===== src/rtl/csr_initiator.sv =====
// rtl/csr_initiator.sv - single-outstanding CSR bus initiator with fixed-latency read capture
module csr_initiator #(
  parameter int          RD_LAT   = 1,
  parameter logic [15:0] MAX_ADDR = 16'h001f
) (
  input  logic        clk,
  input  logic        rst_n,
  input  logic        req_valid,
  output logic        req_ready,
  input  logic        req_write,
  input  logic [15:0] req_addr,
  input  logic [31:0] req_wdata,
  output logic        rsp_valid,
  input  logic        rsp_ready,
  output logic [31:0] rsp_rdata,
  output logic        rsp_err,
  output logic        csr_we,
  output logic [15:0] csr_sel,
  output logic [31:0] csr_wdata,
  input  logic [31:0] csr_rdata,
  output logic [15:0] txn_count
);

  typedef enum logic [1:0] {
    S_IDLE  = 2'd0,
    S_ISSUE = 2'd1,
    S_WAIT  = 2'd2,
    S_RESP  = 2'd3
  } state_t;

  localparam logic [1:0] LAT_LAST = 2'(RD_LAT - 1);

  state_t      state_q, state_d;
  logic        write_q, write_d;
  logic [1:0]  lat_q, lat_d;
  logic [31:0] rsp_rdata_q, rsp_rdata_d;
  logic        rsp_err_q, rsp_err_d;
  logic        csr_we_q, csr_we_d;
  logic [15:0] csr_sel_q, csr_sel_d;
  logic [31:0] csr_wdata_q, csr_wdata_d;
  logic [15:0] txn_count_q, txn_count_d;

  always_ff @(posedge clk) begin
    if (!rst_n) begin
      state_q     <= S_IDLE;
      write_q     <= 1'b0;
      lat_q       <= 2'd0;
      rsp_rdata_q <= 32'd0;
      rsp_err_q   <= 1'b0;
      csr_we_q    <= 1'b0;
      csr_sel_q   <= 16'd0;
      csr_wdata_q <= 32'd0;
      txn_count_q <= 16'd0;
    end else begin
      state_q     <= state_d;
      write_q     <= write_d;
      lat_q       <= lat_d;
      rsp_rdata_q <= rsp_rdata_d;
      rsp_err_q   <= rsp_err_d;
      csr_we_q    <= csr_we_d;
      csr_sel_q   <= csr_sel_d;
      csr_wdata_q <= csr_wdata_d;
      txn_count_q <= txn_count_d;
    end
  end

  // Bus outputs default to idle every cycle, so they are only non-zero during ISSUE.
  always_comb begin
    state_d     = state_q;
    write_d     = write_q;
    lat_d       = lat_q;
    rsp_rdata_d = rsp_rdata_q;
    rsp_err_d   = rsp_err_q;
    csr_we_d    = 1'b0;
    csr_sel_d   = 16'd0;
    csr_wdata_d = 32'd0;
    txn_count_d = txn_count_q;

    case (state_q)
      S_IDLE: begin
        if (req_valid) begin
          rsp_rdata_d = 32'd0;
          if (req_addr > MAX_ADDR) begin
            rsp_err_d = 1'b1;
            state_d   = S_RESP;
          end else begin
            rsp_err_d   = 1'b0;
            write_d     = req_write;
            csr_we_d    = req_write;
            csr_sel_d   = req_addr;
            csr_wdata_d = req_wdata;
            state_d     = S_ISSUE;
          end
        end
      end
      S_ISSUE: begin
        lat_d   = 2'd0;
        state_d = S_WAIT;
      end
      S_WAIT: begin
        if (lat_q == LAT_LAST) begin
          if (!write_q) begin
            rsp_rdata_d = csr_rdata;
          end
          state_d = S_RESP;
        end else begin
          lat_d = lat_q + 2'd1;
        end
      end
      S_RESP: begin
        if (rsp_ready) begin
          txn_count_d = txn_count_q + 16'd1;
          state_d     = S_IDLE;
        end
      end
      default: state_d = S_IDLE;
    endcase
  end

  assign req_ready = (state_q == S_IDLE);
  assign rsp_valid = (state_q == S_RESP);
  assign rsp_rdata = rsp_rdata_q;
  assign rsp_err   = rsp_err_q;
  assign csr_we    = csr_we_q;
  assign csr_sel   = csr_sel_q;
  assign csr_wdata = csr_wdata_q;
  assign txn_count = txn_count_q;

endmodule


===== config.mk =====
export PLATFORM = sky130hd
export DESIGN_NAME = csr_initiator
export DESIGN_NICKNAME = d
export VERILOG_FILES = /design/src/rtl/csr_initiator.sv
export SDC_FILE = /design/constraint.sdc
export NUM_CORES = 1
export LEC_CHECK = 0
export BUFFER_PORTS_ARGS = -buffer_cell sky130_fd_sc_hd__buf_2
export CORE_ASPECT_RATIO = 2
export CORE_MARGIN = 2
export CORE_UTILIZATION = 41
export CTS_CLUSTER_DIAMETER = 30
export DETAILED_ROUTE_END_ITERATION = 10
export PLACE_DENSITY_LB_ADDON = 0.12
export RECOVER_POWER = 100
export SYNTH_ARGS = -nofsm -noshare
export SYNTH_HDL_FRONTEND = slang
export SYNTH_SLANG_ARGS = --single-unit

===== constraint.sdc =====
create_clock -name clk -period 1.8 [get_ports clk]
set_clock_uncertainty 0.05 [all_clocks]
set_input_delay 0.36 -clock clk [delete_from_list [all_inputs] [get_ports clk]]
set_output_delay 0.36 -clock clk [all_outputs]
set_load 0.1 [all_outputs]

==> impl_metrics.yaml, run 1 <==
setup_path:
  arrival_ns: 1.89
  crit_fanout: 16
  r2r_slack_ns: 0.07
  r2r_cells: 8
  end_kind: "flip-flop"
  cp-start-kind: "flip-flop"
  max_stage_delay_ns: 0.39
  cp.required_ns: 1.96
  critical_path_class: "reg2reg"
  cp_cell_sequence: "inv_1 > ha_4 > nor2b_4 > a211oi_4 > buf_4 > buf_12 > mux2i_2 > nor2_1"
  worstReg2RegStart: "state_q[1]"
  crit_path_start: "state_q[1]"
  worst_path_max_delay_cell: "dfxtp_4"
synth:
  ys_top_cells_by_count: "dfxtp_1 (103), and2_1 (71), nor2_1 (47)"
  async_flop_share_pct: 0
  yosysMostFrequentCell: "dfxtp_1"
  synth_area_leaders: "dfxtp_1 (55%), and2_1 (12%), mux2i_1 (8.9%), nor2_1 (4.7%), ha_1 (2.0%)"
  syn_inst: 366
  ys_seq_area_share_pct: 55.39
  ys_seq_elements: 103
  synth-edff-count: 0
  yosysWarnings: 0
  synth_top_area_cell: "dfxtp_1"
  synth.avg_cell_area_um2: 10.17
  syn-cell-area_um2: 3722
  yosys_most_used_dff: "dfxtp_1"
  synth.top_cell.area_share_pct: 55.39
  ys_types: 38
clock_network:
  numCtsBuffers: 9
  cts_root_buf: "clkbuf_16"
  cts_hold_buf: 0
  cts_tree: "yes"
  cts.path.max_buffers: 2
  cts_max_level: 3
  cts_num_sinks: 103
  clkTransAtPathRegs_ns: 0.07
  clk_latency_ns: 0.34
layout:
  fillCellCount: 819
  diodes: 0
  drive_above_1_share_pct: 41.78
  finalNonFillerCells: 674
  final_nets: 658
  area_delta_synth_final_pct: 40.87
global_route:
  grt_usage_pct: 17.50
  grt_max_degree: 39
  antenna_found_initial: 0
  grt_pass1_wl_um: 13870
  first_global_vias: 3186
  grt_overflow: 0
detailed_routing:
  drtPass1Iterations: 4
  via_per_inst: 4.693
  drc_errors: 0
  drt_iter0_markers: 54
  post_drt_wl_per_cell_um: 12.86
  via_count: 3163
  antenna_left: 0
  routed_wl_um: 8670
timing:
  setup_viol: 0
  slew_headroom_pct: 63.04
  hold_viol: 0
  max_freq_mhz: 578.0
  drv_slew: 0
  worstMarginPinSlew_ns: 0.5568
  fin_ws_ns: 0.06995
  final.setup.tns_ns: 0
  min_period_ns: 1.730
  fin_crit_sh_pct: 96.11
floorplan:
  die_height_um: 138.8
  rows: 49
  die_width_um: 71.38
  die-area_um2: 9903
  core_um2: 8890
  start_util_pct: 41.87
  io_pins: 185
placed_design:
  gp_congestion: 0.7661
  portBuffers: 184
  post-place-ws_ns: 0.06932
  placedCellCount: 654
  dp_hpwl_um: 6640
min_path:
  hp-start: "req_wdata[22]"
  hold_class: "in2reg"
  min_path_cells: 2
run:
  maxCapViolations: 0
power:
  ir_drop_mv: 0.6903
  leakage_uw: 0.002540
  p_per_area_nw_per_um2: 1369
outcome:
  outcome: "finished clean"
-- logic make-up after synthesis --
kind of cell / count (synthesis) / share of synthesized area, %
flops: 103 / 55.40
xor+xnor: 8 / 1.882
buf+inv: 24 / 3.361
compound gates: 19 / 3.261
simple gates: 172 / 25.11
fa+ha+maj: 6 / 2.017
mux: 33 / 8.874
other cells: 1 / 0.1007
-- path summary, 6_finish.rpt --
check / end
worst max-delay path: rsp_rdata[12]
worst min-delay path: csr_wdata[22]
worst max register to register: rsp_rdata[12]
worst min register to register: lat_q[0]
-- power by group --
part | switching (uW) | internal, uW
clock network | 878 | 969
logic | 1840 | 954
registers | 103 | 2440
total | 2820 | 4360
-- worst max-delay path: cells and delay by family (launching register included) --
kind            cells  cell delay (ns)
buf+inv             3             0.40
flops               1             0.39
mux                 1             0.22
simple gates        2             0.19
fa+ha+maj           1             0.18
compound gates      1             0.16
-- state kept, by name, summed over array words and instances, names as in the netlist --
register	flops
csr_sel	16
state_q	2
txn_count	16
rsp_err	1
lat_q	2
csr_we	1
csr_wdata	32
rsp_rdata	32
write_q	1
-- what timing repair did --
item	4_1_cts	5_1_grt
endpoints found under the setup margin	0	23
endpoints found under the hold margin	0	0
setup buffers	0	2
gates resized for setup	0	4
-- layer usage --
metal,vias up,global-route usage (%),share of wire (%)
met5,-,0,0
met2,112,33.33,58
li1,1589,-,-
met3,13,5.305,7.6
met1,1449,16.23,33
met4,0,7.944,1.7
-- metrics by stage --
| stage | utilization, % | hold WS (ns) | total power (uW) | cell area [um^2] |
|---|---|---|---|---|
| finish | 58.99 | 0.1637 | 7179 | 5244 |
| floorplan | - | 0.3819 | 4724 | 3824 |
| CTS | 58.40 | 0.1505 | 7068 | 5191 |
| global route | 58.99 | 0.1574 | 7517 | 5244 |
| detailed placement | 55.10 | 0.3972 | 5195 | 4898 |
| global placement | 55.10 | 0.3894 | 5178 | 4898 |
-- area by class of cell --
cell class	instances	area (um^2)	share of cell area (%)
clock buffers	9	225.2	4.295
inverters	6	22.52	0.4295
repair buffers	198	1090	20.78
well taps	102	127.6	2.434
multi-input cells	249	1625	31.00
clock inverters	7	67.56	1.288
flip-flops and latches	103	2086	39.78
-- placed cells by master (no fill, tap or decap), drive strengths merged --
cell type / n
nand2b: 1
clkinv: 6
nor2: 47
mux2i: 33
xnor2: 2
a22oi: 1
a211oi: 2
or3: 4
nand4: 4
nor4b: 2
clkbuf: 109
ha: 6
o21ai: 6
and4: 2
or4: 3
dfxtp: 103
and2b: 1
and2: 71
nand3: 8
inv: 7
nor2b: 2
xor2: 6
nor3b: 1
o211ai: 1
buf: 98
nand2: 18
nor4: 3
and3: 3
nor3: 2
conb: 11
o32ai: 1
a21oi: 8
(Power assumes the default switching activity.)
==> run 2, diff against run 1 <==
--- a/config.mk
+++ b/config.mk
@@ -11,6 +11,7 @@
 export CORE_UTILIZATION = 41
 export CTS_CLUSTER_DIAMETER = 30
 export DETAILED_ROUTE_END_ITERATION = 10
+export GPL_TIMING_DRIVEN = 0
 export PLACE_DENSITY_LB_ADDON = 0.12
 export RECOVER_POWER = 100
 export SYNTH_ARGS = -nofsm -noshare
==> impl_metrics.yaml, run 2 (synthesized netlist as in run 1, its figures left out) <==
layout:
  final_common_cell: "buf_2"
  fillCellCount: 828
  regArea_um2: 2087
  multi_input_area_um2: 1619
  layout_common_cells: "buf_2 (184), dfxtp_1 (87), and2_1 (71)"
  finalNonFillerCells: 686
  diodes: 0
  area_delta_synth_final_pct: 41.92
  final_nets: 670
  drive_above_1_share_pct: 41.61
power:
  total_power_uw: 7346
  ir_drop_mv: 0.8279
  p_per_area_nw_per_um2: 1391
  clkPwrFrac_pct: 26.1
  pwr-share-comb_pct: 39.3
  p_int_uw: 4553
  p_switching_uw: 2794
  p_sw_share_pct: 38.03
  leakage_uw: 0.002641
  p_seq_share_pct: 34.6
placed_design:
  gp_congestion: 0.7339
  placedCellCount: 661
  portBuffers: 183
  dp_hpwl_um: 7082
detailed_routing:
  drc_errors: 0
  post_drt_wl_per_cell_um: 13.15
  routed_wl_um: 9020
  via_count: 3190
  drt_iter0_markers: 57
  antenna_left: 0
  via_per_inst: 4.650
  drtPass1Iterations: 4
floorplan:
  die_width_um: 71.38
  die_height_um: 138.8
  rows: 49
  core_um2: 8890
  io_pins: 185
  die-area_um2: 9903
  start_util_pct: 41.87
setup_path:
  cp-start-kind: "flip-flop"
  arrival_ns: 1.34
  end_kind: "output pin"
  r2r_slack_ns: 0.09
  critical_path_class: "reg2out"
  crit_fanout: 6
  cp.required_ns: 1.39
global_route:
  grt_overflow: 0
  grt_pass1_wl_um: 14990
  antenna_found_initial: 0
  grt_max_degree: 18
  first_global_vias: 3305
  grt_usage_pct: 18.87
timing:
  drv_slew: 0
  fin_crit_sh_pct: 97.19
  min_period_ns: 1.750
  rsz0062_at_grt: "true"
  hold_viol: 0
  slew_headroom_pct: 62.46
  setup_viol: 0
  max_freq_mhz: 571.6
  worstMarginPinSlew_ns: 0.5631
clock_network:
  clkTransAtPathRegs_ns: 0.07
  cts_hold_buf: 0
  numCtsBuffers: 9
  cts_max_level: 3
  cts_num_sinks: 103
  cts_root_buf: "clkbuf_16"
  clk_latency_ns: 0.34
  cts.path.max_buffers: 2
  cts_tree: "yes"
min_path:
  hold_class: "in2reg"
outcome:
  outcome: "finished clean"
run:
  maxCapViolations: 0
-- run 2: layout make-up --
cell class                 count  share of cell area [%]
tap                          102                   2.416
clock buffer                  11                   4.405
buffer                        18                   2.416
multi-input combinational    249                   30.65
timing repair buffer         192                   18.88
clock inverter                 5                   1.208
inverter                       6                  0.5211
sequential                   103                   39.51
-- run 2: power by group through the flow --
stage	logic [uW]	registers, uW	clock network, uW
after global placement	2540	2570	0
after floorplan	1240	3480	0
after CTS	2720	2530	1980
final	2890	2540	1920
after global routing	3060	2560	2080
after detailed placement	2580	2580	0
-- run 2: layer usage --
layer / track usage [%] / share of wire, % / up-vias
met4: 6.356 / 1.7 / 0
met1: 18.82 / 35 / 1460
li1: - / - / 1607
met5: 0 / 0 / -
met2: 35.77 / 57 / 112
met3: 5.523 / 6.9 / 11
-- run 2: repair_timing --
item | CTS | global route
cloned | 1 | 0
pin swaps | 1 | 2
endpoints found under the setup margin | 31 | 34
buffers inserted | 2 | 6
resized for setup | 5 | 10
-- run 2: worst paths after layout --
path	to	depth (start not counted)	from
max	rsp_valid	2	state_q[1]
min	csr_wdata[7]	2	req_wdata[7]
max reg2reg	rsp_rdata[11]	8	state_q[0]
min reg2reg	write_q	2	write_q
-- run 2: critical path, stage by stage, from the launching register on --
cell and delay, ns:
dfxtp_4 0.39, ha_4 0.17, buf_2 0.44
-- run 2: per-stage QoR --
| step | setup TNS [ns] | hold WS (ns) | cell area (um^2) | utilization (%) | setup WS [ns] |
|---|---|---|---|---|---|
| finish | 0 | 0.1666 | 5283 | 59.42 | 0.05049 |
| global route | -0.03247 | 0.1570 | 5283 | 59.42 | -0.01445 |
| CTS | 0 | 0.1570 | 5200 | 58.49 | 0.0008653 |
| detailed placement | -5.155 | 0.3997 | 4867 | 54.75 | -0.1786 |
| global placement | -3.674 | 0.3905 | 4867 | 54.75 | -0.1482 |
| floorplan | -0.1562 | 0.3819 | 3824 | - | -0.005214 |
==> run 3, diff against run 2 <==
==> constraint.sdc (replaced) <==
create_clock -name clk -period 1.8 [get_ports clk]
set_clock_uncertainty 0.05 [all_clocks]
set_input_delay 0.18 -clock clk [delete_from_list [all_inputs] [get_ports clk]]
set_output_delay 0.18 -clock clk [all_outputs]
set_load 0.1 [all_outputs]
==> impl_metrics.yaml, run 3 (synthesized netlist as in run 1, its figures left out) <==
placed_design:
  post-place-ws_ns: -0.09946
  gp_congestion: 0.7339
  portBuffers: 183
  dp_hpwl_um: 7082
setup_path:
  worst-path-buf-inv: 2
  crit_fanout: 6
  cp.required_ns: 2.03
  cp_cell_sequence: "buf_4 > ha_4 > and4_1 > buf_6 > nand3_4 > or4_4 > nand2_1"
  max_stage_delay_ns: 0.49
  worst_path_max_delay_cell: "or4_4"
  critical_path_class: "reg2reg"
  end_kind: "flip-flop"
  crit_family: "simple AND/OR/NAND/NOR gates"
  cp-start-kind: "flip-flop"
  arrival_ns: 1.96
min_path:
  hold_class: "in2reg"
power:
  clkPwrFrac_pct: 26.1
  p_per_area_nw_per_um2: 1309
  leakage_uw: 0.002788
  p_sw_share_pct: 37.98
  pwr-share-comb_pct: 39.6
  p_seq_share_pct: 34.3
  ir_drop_mv: 0.8319
  p_int_uw: 4574
  p_switching_uw: 2801
floorplan:
  die_width_um: 71.38
  start_util_pct: 41.87
  rows: 49
  core_um2: 8890
  die_height_um: 138.8
  io_pins: 185
  die-area_um2: 9903
clock_network:
  cts.path.max_buffers: 2
  clkTransAtPathRegs_ns: 0.07
  clk_latency_ns: 0.34
  cts_max_level: 3
  cts_root_buf: "clkbuf_16"
  cts_num_sinks: 103
  numCtsBuffers: 9
  cts_tree: "yes"
timing:
  fin_ws_ns: 0.07383
  max_freq_mhz: 579.3
  rsz0062_at_grt: "true"
  fin_crit_sh_pct: 95.90
  min_period_ns: 1.726
  hold_viol: 0
  worstMarginPinSlew_ns: 0.5600
  drv_slew: 0
  final.setup.tns_ns: 0
  setup_viol: 0
  slew_headroom_pct: 62.67
outcome:
  outcome: "finished clean"
global_route:
  first_global_vias: 3476
  grt_pass1_wl_um: 15940
  grt_max_degree: 18
  grt_usage_pct: 20.03
  grt_overflow: 0
  antenna_found_initial: 0
detailed_routing:
  routed_wl_um: 9665
  antenna_left: 0
  drtPass1Iterations: 4
  via_count: 3353
  post_drt_wl_per_cell_um: 13.40
  drt_iter0_markers: 61
  drc_errors: 0
  via_per_inst: 4.650
layout:
  layout_common_cells: "buf_2 (185), dfxtp_1 (87), and2_1 (71)"
  final_common_cell: "buf_2"
  diodes: 0
  drive_above_1_share_pct: 38.93
  area_delta_synth_final_pct: 51.36
  final_nets: 705
run:
  maxCapViolations: 0
-- run 3: metrics by stage --
| stage | util [%] | total power (uW) | hold slack, ns | cells | instance area [um^2] |
|---|---|---|---|---|---|
| final | 63.38 | 7376 | 0.04352 | 721 | 5634 |
| after global routing | 63.38 | 7731 | 0.04968 | 721 | 5634 |
| after CTS | 62.41 | 7287 | 0.003802 | 715 | 5548 |
| after detailed placement | 54.75 | 5163 | 0.3328 | 661 | 4867 |
| after global placement | 54.75 | 5113 | 0.3290 | 661 | 4867 |
| after floorplan | - | 4724 | 0.2517 | 376 | 3824 |
-- run 3: power by group through the flow --
stage	clock, uW	sequential, uW	combinational, uW
2_1_floorplan	0	3480	1240
5_1_grt	2080	2550	3100
6_report	1930	2530	2920
3_5_place_dp	0	2580	2580
3_3_place_gp	0	2570	2540
4_1_cts	1980	2530	2770
-- run 3: timing repair --
item | 4_1_cts | 5_1_grt
hold buffers | 35 | 2
endpoints found under the setup margin | 30 | 34
pin swaps | 1 | 2
resized for setup | 4 | 9
hold endpoints to repair | 35 | 2
cloned | 1 | 0
setup buffers | 2 | 4
-- run 3: routing by layer --
metal	up-vias	wire length, um	track usage, %
met3	11	630	5.451
li1	1678	-	-
met2	113	5510	38.35
met4	0	139	6.256
met5	-	0	0
met1	1551	3384	20.09
-- run 3: worst register-to-register path: cells and delay by family (launching register included) --
family,cells,cell delay (ns)
flops,1,0.36
fa+ha+maj,1,0.15
simple gates,4,0.87
buf+inv,2,0.25
-- run 3: area by class of cell --
class	instances	area, um^2
buffer	18	127.6
clock buffer	11	232.7
clock inverter	5	63.81
fill	767	3256
inverter	6	25.02
multi-input combinational	249	1620
sequential	103	2087
tap	102	127.6
timing repair buffer	227	1350
-- run 3: worst paths after layout --
check                                start       endpoint  slack, ns  cells past startpoint
worst max-delay path            state_q[0]  txn_count[14]       0.07                      7
worst min-delay path             req_write         csr_we       0.04                      2
worst max register to register  state_q[0]  txn_count[14]       0.07                      7
worst min register to register     write_q        write_q       0.41                      2
